==> src/rtl/msg_sched_stream.sv <==
// -----------------------------------------------------------------------------
// msg_sched_stream
//
// SHA-2 message schedule generator. It accepts one 16-word message block and
// streams the ROUNDS schedule words Wt, one per consumer handshake. The
// schedule is kept in a 16-word sliding window. Each accepted word shifts the
// window by one position and appends the next Wt at the top.
//
// Parameters
//   WORD_W  word width: 32 (SHA-256) or 64 (SHA-512)
//   ROUNDS  words per block: 64 (WORD_W=32) or 80 (WORD_W=64)
//
// Ports
//   clk_i          clock; all state changes on the rising edge
//   rst_n_i        asynchronous active-low reset
//   block_i        16*WORD_W message block; word 0 is in the most significant bits
//   block_v_i      block_i valid
//   block_ready_o  a block can be accepted this cycle
//   wt_o           current schedule word Wt
//   t_o            index t of wt_o
//   wt_v_o         wt_o / t_o valid
//   wt_ready_i     consumer accepts wt_o
//   last_o         high with the final word (t_o = ROUNDS-1)
//
// Configuration
//   MSG_SCHED_STREAM_BACK2BACK_EN  when defined, a new block can be accepted
//   on the same cycle as the final word handshake. The next block then starts
//   with no idle cycle in between. When undefined, blocks are accepted only
//   in IDLE.
// -----------------------------------------------------------------------------
module msg_sched_stream #(
   parameter int WORD_W = 32,
   parameter int ROUNDS = 64
) (
   input  logic                 clk_i,
   input  logic                 rst_n_i,
   input  logic [16*WORD_W-1:0] block_i,
   input  logic                 block_v_i,
   output logic                 block_ready_o,
   output logic [WORD_W-1:0]    wt_o,
   output logic [6:0]           t_o,
   output logic                 wt_v_o,
   input  logic                 wt_ready_i,
   output logic                 last_o
);

   localparam logic [6:0] LAST_T = 7'(ROUNDS - 1);

   typedef enum logic {IDLE, RUN} state_t;

   state_t            state_q;
   state_t            state_d;
   logic [WORD_W-1:0] w_q [16];
   logic [6:0]        t_q;
   logic [WORD_W-1:0] w_new;
   logic              last_word;
   logic              blk_hs;
   logic              word_hs;

   // Rotate right. Rotating the doubled word avoids a shift by WORD_W-n.
   function automatic logic [WORD_W-1:0] rotr(input logic [WORD_W-1:0] x,
                                              input int unsigned       n);
      logic [2*WORD_W-1:0] dbl;
      dbl = {x, x} >> (n % WORD_W);
      return dbl[WORD_W-1:0];
   endfunction

   function automatic logic [WORD_W-1:0] sig0(input logic [WORD_W-1:0] x);
      if (WORD_W == 64)
         return rotr(x, 1) ^ rotr(x, 8) ^ (x >> 7);
      else
         return rotr(x, 7) ^ rotr(x, 18) ^ (x >> 3);
   endfunction

   function automatic logic [WORD_W-1:0] sig1(input logic [WORD_W-1:0] x);
      if (WORD_W == 64)
         return rotr(x, 19) ^ rotr(x, 61) ^ (x >> 6);
      else
         return rotr(x, 17) ^ rotr(x, 19) ^ (x >> 10);
   endfunction

   // Window slot 15 receives W[t+16]. The window holds W[t..t+15], so the
   // taps are W[t+14], W[t+9], W[t+1] and W[t]. The sum wraps at WORD_W bits.
   assign w_new = sig1(w_q[14]) + w_q[9] + sig0(w_q[1]) + w_q[0];

   assign last_word = (t_q == LAST_T);
   assign blk_hs    = block_v_i & block_ready_o;
   assign word_hs   = wt_v_o & wt_ready_i;
   assign wt_o      = w_q[0];
   assign t_o       = t_q;

   always_ff @(posedge clk_i or negedge rst_n_i) begin
      if (!rst_n_i) begin
         state_q <= IDLE;
      end else begin
         state_q <= state_d;
      end
   end

   always_comb begin
      state_d       = state_q;
      wt_v_o        = 1'b0;
      block_ready_o = 1'b0;
      last_o        = 1'b0;
      unique case (state_q)
         IDLE: begin
            // Ready is withheld while reset is asserted.
            block_ready_o = rst_n_i;
            if (block_v_i && rst_n_i) begin
               state_d = RUN;
            end
         end
         RUN: begin
            wt_v_o = 1'b1;
            last_o = last_word;
`ifdef MSG_SCHED_STREAM_BACK2BACK_EN
            block_ready_o = last_word & wt_ready_i;
`else
            block_ready_o = 1'b0;
`endif
            // A block taken on the final handshake keeps the FSM in RUN.
            if (wt_ready_i && last_word && !(block_v_i && block_ready_o)) begin
               state_d = IDLE;
            end
         end
         default: state_d = IDLE;
      endcase
   end

   // A block load takes priority over the word shift. Both can occur in the
   // same cycle only on the final word of a back-to-back transfer.
   always_ff @(posedge clk_i or negedge rst_n_i) begin
      if (!rst_n_i) begin
         for (int j = 0; j < 16; j++) begin
            w_q[j] <= '0;
         end
         t_q <= '0;
      end else if (blk_hs) begin
         for (int j = 0; j < 16; j++) begin
            w_q[j] <= block_i[(15-j)*WORD_W +: WORD_W];
         end
         t_q <= '0;
      end else if (word_hs) begin
         for (int j = 0; j < 15; j++) begin
            w_q[j] <= w_q[j+1];
         end
         w_q[15] <= w_new;
         t_q     <= t_q + 7'd1;
      end
   end

endmodule
==> config.mk <==
export PLATFORM = sky130hd
export DESIGN_NAME = msg_sched_stream
export DESIGN_NICKNAME = d
export VERILOG_FILES = /design/src/rtl/msg_sched_stream.sv
export SDC_FILE = /design/constraint.sdc
export NUM_CORES = 2
export LEC_CHECK = 0
export ABC_CLOCK_PERIOD_IN_PS = 7700
export BUFFER_PORTS_ARGS = -buffer_cell sky130_fd_sc_hd__buf_2
export CAP_MARGIN = 30
export CORE_ASPECT_RATIO = 1.25
export CORE_MARGIN = 1.5
export CORE_UTILIZATION = 40
export CTS_CLUSTER_DIAMETER = 80
export DETAILED_ROUTE_END_ITERATION = 7
export MAX_ROUTING_LAYER = met4
export PLACE_DENSITY = 0.72
export SKIP_CTS_REPAIR_TIMING = 1
export SLEW_MARGIN = 30
export SYNTH_ARGS = -nofsm -noshare
export SYNTH_HDL_FRONTEND = slang
export SYNTH_SLANG_ARGS = --single-unit
==> constraint.sdc <==
create_clock -name clk_i -period 7.7 [get_ports clk_i]
set_clock_uncertainty 0.05 [all_clocks]
set_input_delay 1.54 -clock clk_i [delete_from_list [all_inputs] [get_ports clk_i]]
set_output_delay 1.54 -clock clk_i [all_outputs]
set_load 0.02 [all_outputs]
==> out/qor.yml <==
timing.fmax_mhz: 228
synth_area_per_cell_um2: 8.16
htreeDepth: 2
ys_warn_count: 0
fin_ws_ns: 3.32
syn-num-nets: 4019
ant_nets: 0
postLayoutCellArea_mm2: 0.0328
cap_violations: 0
grt_pass1_vias: 24200
ioPinCount: 558
ys_ff_latch: 520
drive_above_1_share_pct: 18.3
ys_dominant_reg_cell: "dfrtp_1"
io_buffer_count: 557
grt_max_degree: 203
crit_family: "adder cells"
gp_congestion: 0.966
cts.sink_count: 520
firstDrtPassIters: 8
synthCells: 3409
core-area_mm2: 0.0685
die_y_um: 298
finalCriticalPeriod_ns: 4.38
crit_buf_inv: 1
synth.cell_area_mm2: 0.0278
grt_pass1_wl_mm: 152
start_util_pct: 40.6
slew_headroom_pct: 36.2
grt_usage_pct: 29.5
critPathArrivalTime_ns: 4.83
seqCellArea_mm2: 0.0130
min_path_type: "reg2reg"
dpl_worst_slack_ns: 3.10
endpoint_kind: "flop"
worstSetupStartpointType: "flop"
placed_area_mm2: 0.0308
overflow: 0
clkTransAtPathRegs_ns: 0.06
max_stage_delay_ns: 0.52
cts_tree: "yes"
fp-row-count: 107
yosysSeqAreaShare_pct: 46.8
status: "finished clean"
maxSlewViolCount: 0
tns_ns: 0
num_vias: 25400
clock_latency_ns: 0.64
path_max_fanout: 5
n_fill_cell: 6769
cp_common_cell: "fa_1"
antenna_found_initial: 22
finalHoldViolCount: 0
die_w_um: 239
cts-root-buf: "clkbuf_16"
drc_errors: 0
tightest_slew_ns: 0.956
async_reset_ff_share_pct: 100
final_cell_mix: "nand2_1 (1,008), buf_2 (556), dfrtp_1 (520)"
clockBufferDepth: 3
synth-edff-count: 0
reg2reg_slack_ns: 3.32
final_common_cell: "nand2_1"
required_ns: 8.15
cts_buffers: 56
drt_iter0_markers: 2604
finalCritPeriodShare_pct: 56.9
viasPerCell: 5.37
synthToLayoutAreaGrowth_pct: 18.0
finalWirelength_mm: 104
dieArea_mm2: 0.0712
cp_slowest_cell: "dfrtp_1"
final_nets: 4348
setup_viol: 0
criticalPathCategory: "reg2reg"
hpwl_mm: 79.3
synthDistinctLibCells: 53
grt_setup_unrepaired: "false"
crit_chain: "xor2_1 > xnor2_1 > fa_1 > inv_1 > fa_1 > ha_1 > fa_1 > a21o_1 > nand4_1 > a211oi_1 > o21ai_1 > a211oi_1 > or4_1 > and3_1"
multiInputGateArea_mm2: 0.0130
wire_per_inst_um: 22.1
==> area by class of cell <==
type,instances,share of cell area [%]
multi-input combinational,2457,39.6
clock buffer,84,5.10
inverter,120,1.37
antenna,20,0.152
clock inverter,22,1.00
sequential,520,39.6
timing repair buffer,583,9.60
tap,926,3.53
==> cell usage after synthesis, types with 2 or more instances <==
cell,n,share of area (%)
nand2_1,1011,14
dfrtp_1,520,47
nor2_1,504,6.8
a31oi_1,482,11
clkbuf_1,186,2.5
inv_1,120,1.6
xnor2_1,93,2.9
buf_2,64,1.2
fa_1,62,4.5
xor2_1,56,1.8
a21oi_1,55,0.99
o21ai_0,43,0.77
buf_4,32,0.86
ha_1,32,1.4
buf_1,29,0.39
and3_1,13,0.29
a22oi_1,11,0.30
a21o_1,10,0.27
nand4_1,9,0.20
or3_1,7,0.16
and2_1,6,0.13
nor3_1,6,0.11
a211oi_1,4,0.11
nor2b_1,4,0.090
a211o_1,3,0.094
a21oi_2,3,0.094
nand2b_1,3,0.067
nand3_1,3,0.054
nor4_1,3,0.067
o21a_1,3,0.081
o21bai_1,3,0.081
o31ai_1,3,0.081
or4_1,3,0.081
a311oi_1,2,0.063
o21ai_1,2,0.036
o22ai_1,2,0.045
==> through the flow <==
step	util (%)	hold WS [ns]	instances
2_1_floorplan	-	0.413	3409
3_3_place_gp	44.9	0.444	4606
3_5_place_dp	44.9	0.450	4606
4_1_cts	47.8	0.462	4712
5_1_grt	47.9	0.503	4732
6_report	47.9	0.461	4732
==> cells by family after synthesis <==
group                    after synthesis  synth area share (%)
flip-flops                           520                  46.8
AND/OR/NAND/NOR                     1578                  21.9
XOR/XNOR                             149                  4.69
adder cells (fa/ha/maj)               94                  5.90
buffers and inverters                432                  6.57
multiplexers                           2                0.0764
AO/OA/AOI/OAI                        634                  14.1
==> worst reg2reg max path: stages (launching register included) <==
cell	delay, ns
dfrtp_1	0.52
xor2_1	0.24
xnor2_1	0.24
fa_1	0.45
inv_1	0.08
fa_1	0.42
ha_1	0.23
fa_1	0.47
a21o_1	0.22
nand4_1	0.12
a211oi_1	0.13
o21ai_1	0.32
a211oi_1	0.16
or4_1	0.48
and3_1	0.15
==> path summary, 6_finish.rpt <==
check / depth (start not counted) / to / start
max in group asynchronous: 3 / w_q[348] / rst_n_i
min in group asynchronous: 1 / w_q[48] / rst_n_i
setup / recovery: 14 / w_q[27] / w_q[50]
setup reg to reg: 14 / w_q[27] / w_q[50]
hold reg to reg: 2 / w_q[20] / w_q[20]
hold / removal: 2 / w_q[20] / w_q[20]
==> routing by layer <==
metal | up-vias | GRT usage [%] | wire [um]
li1 | 11900 | - | -
met5 | - | - | 0
met3 | 241 | 3.69 | 6170
met1 | 12200 | 36.7 | 41700
met4 | 0 | 18.1 | 6980
met2 | 1080 | 45.9 | 49600
==> flip-flops by register name, summed over array words and instances (netlist names) <==
register  flops
state_q       1
t_o           7
wt_o         32
w_q         480
Power is left out: the tool's default activity adds up to more than one toggle a clock period on the data nets, which glitch-free logic cannot reach.
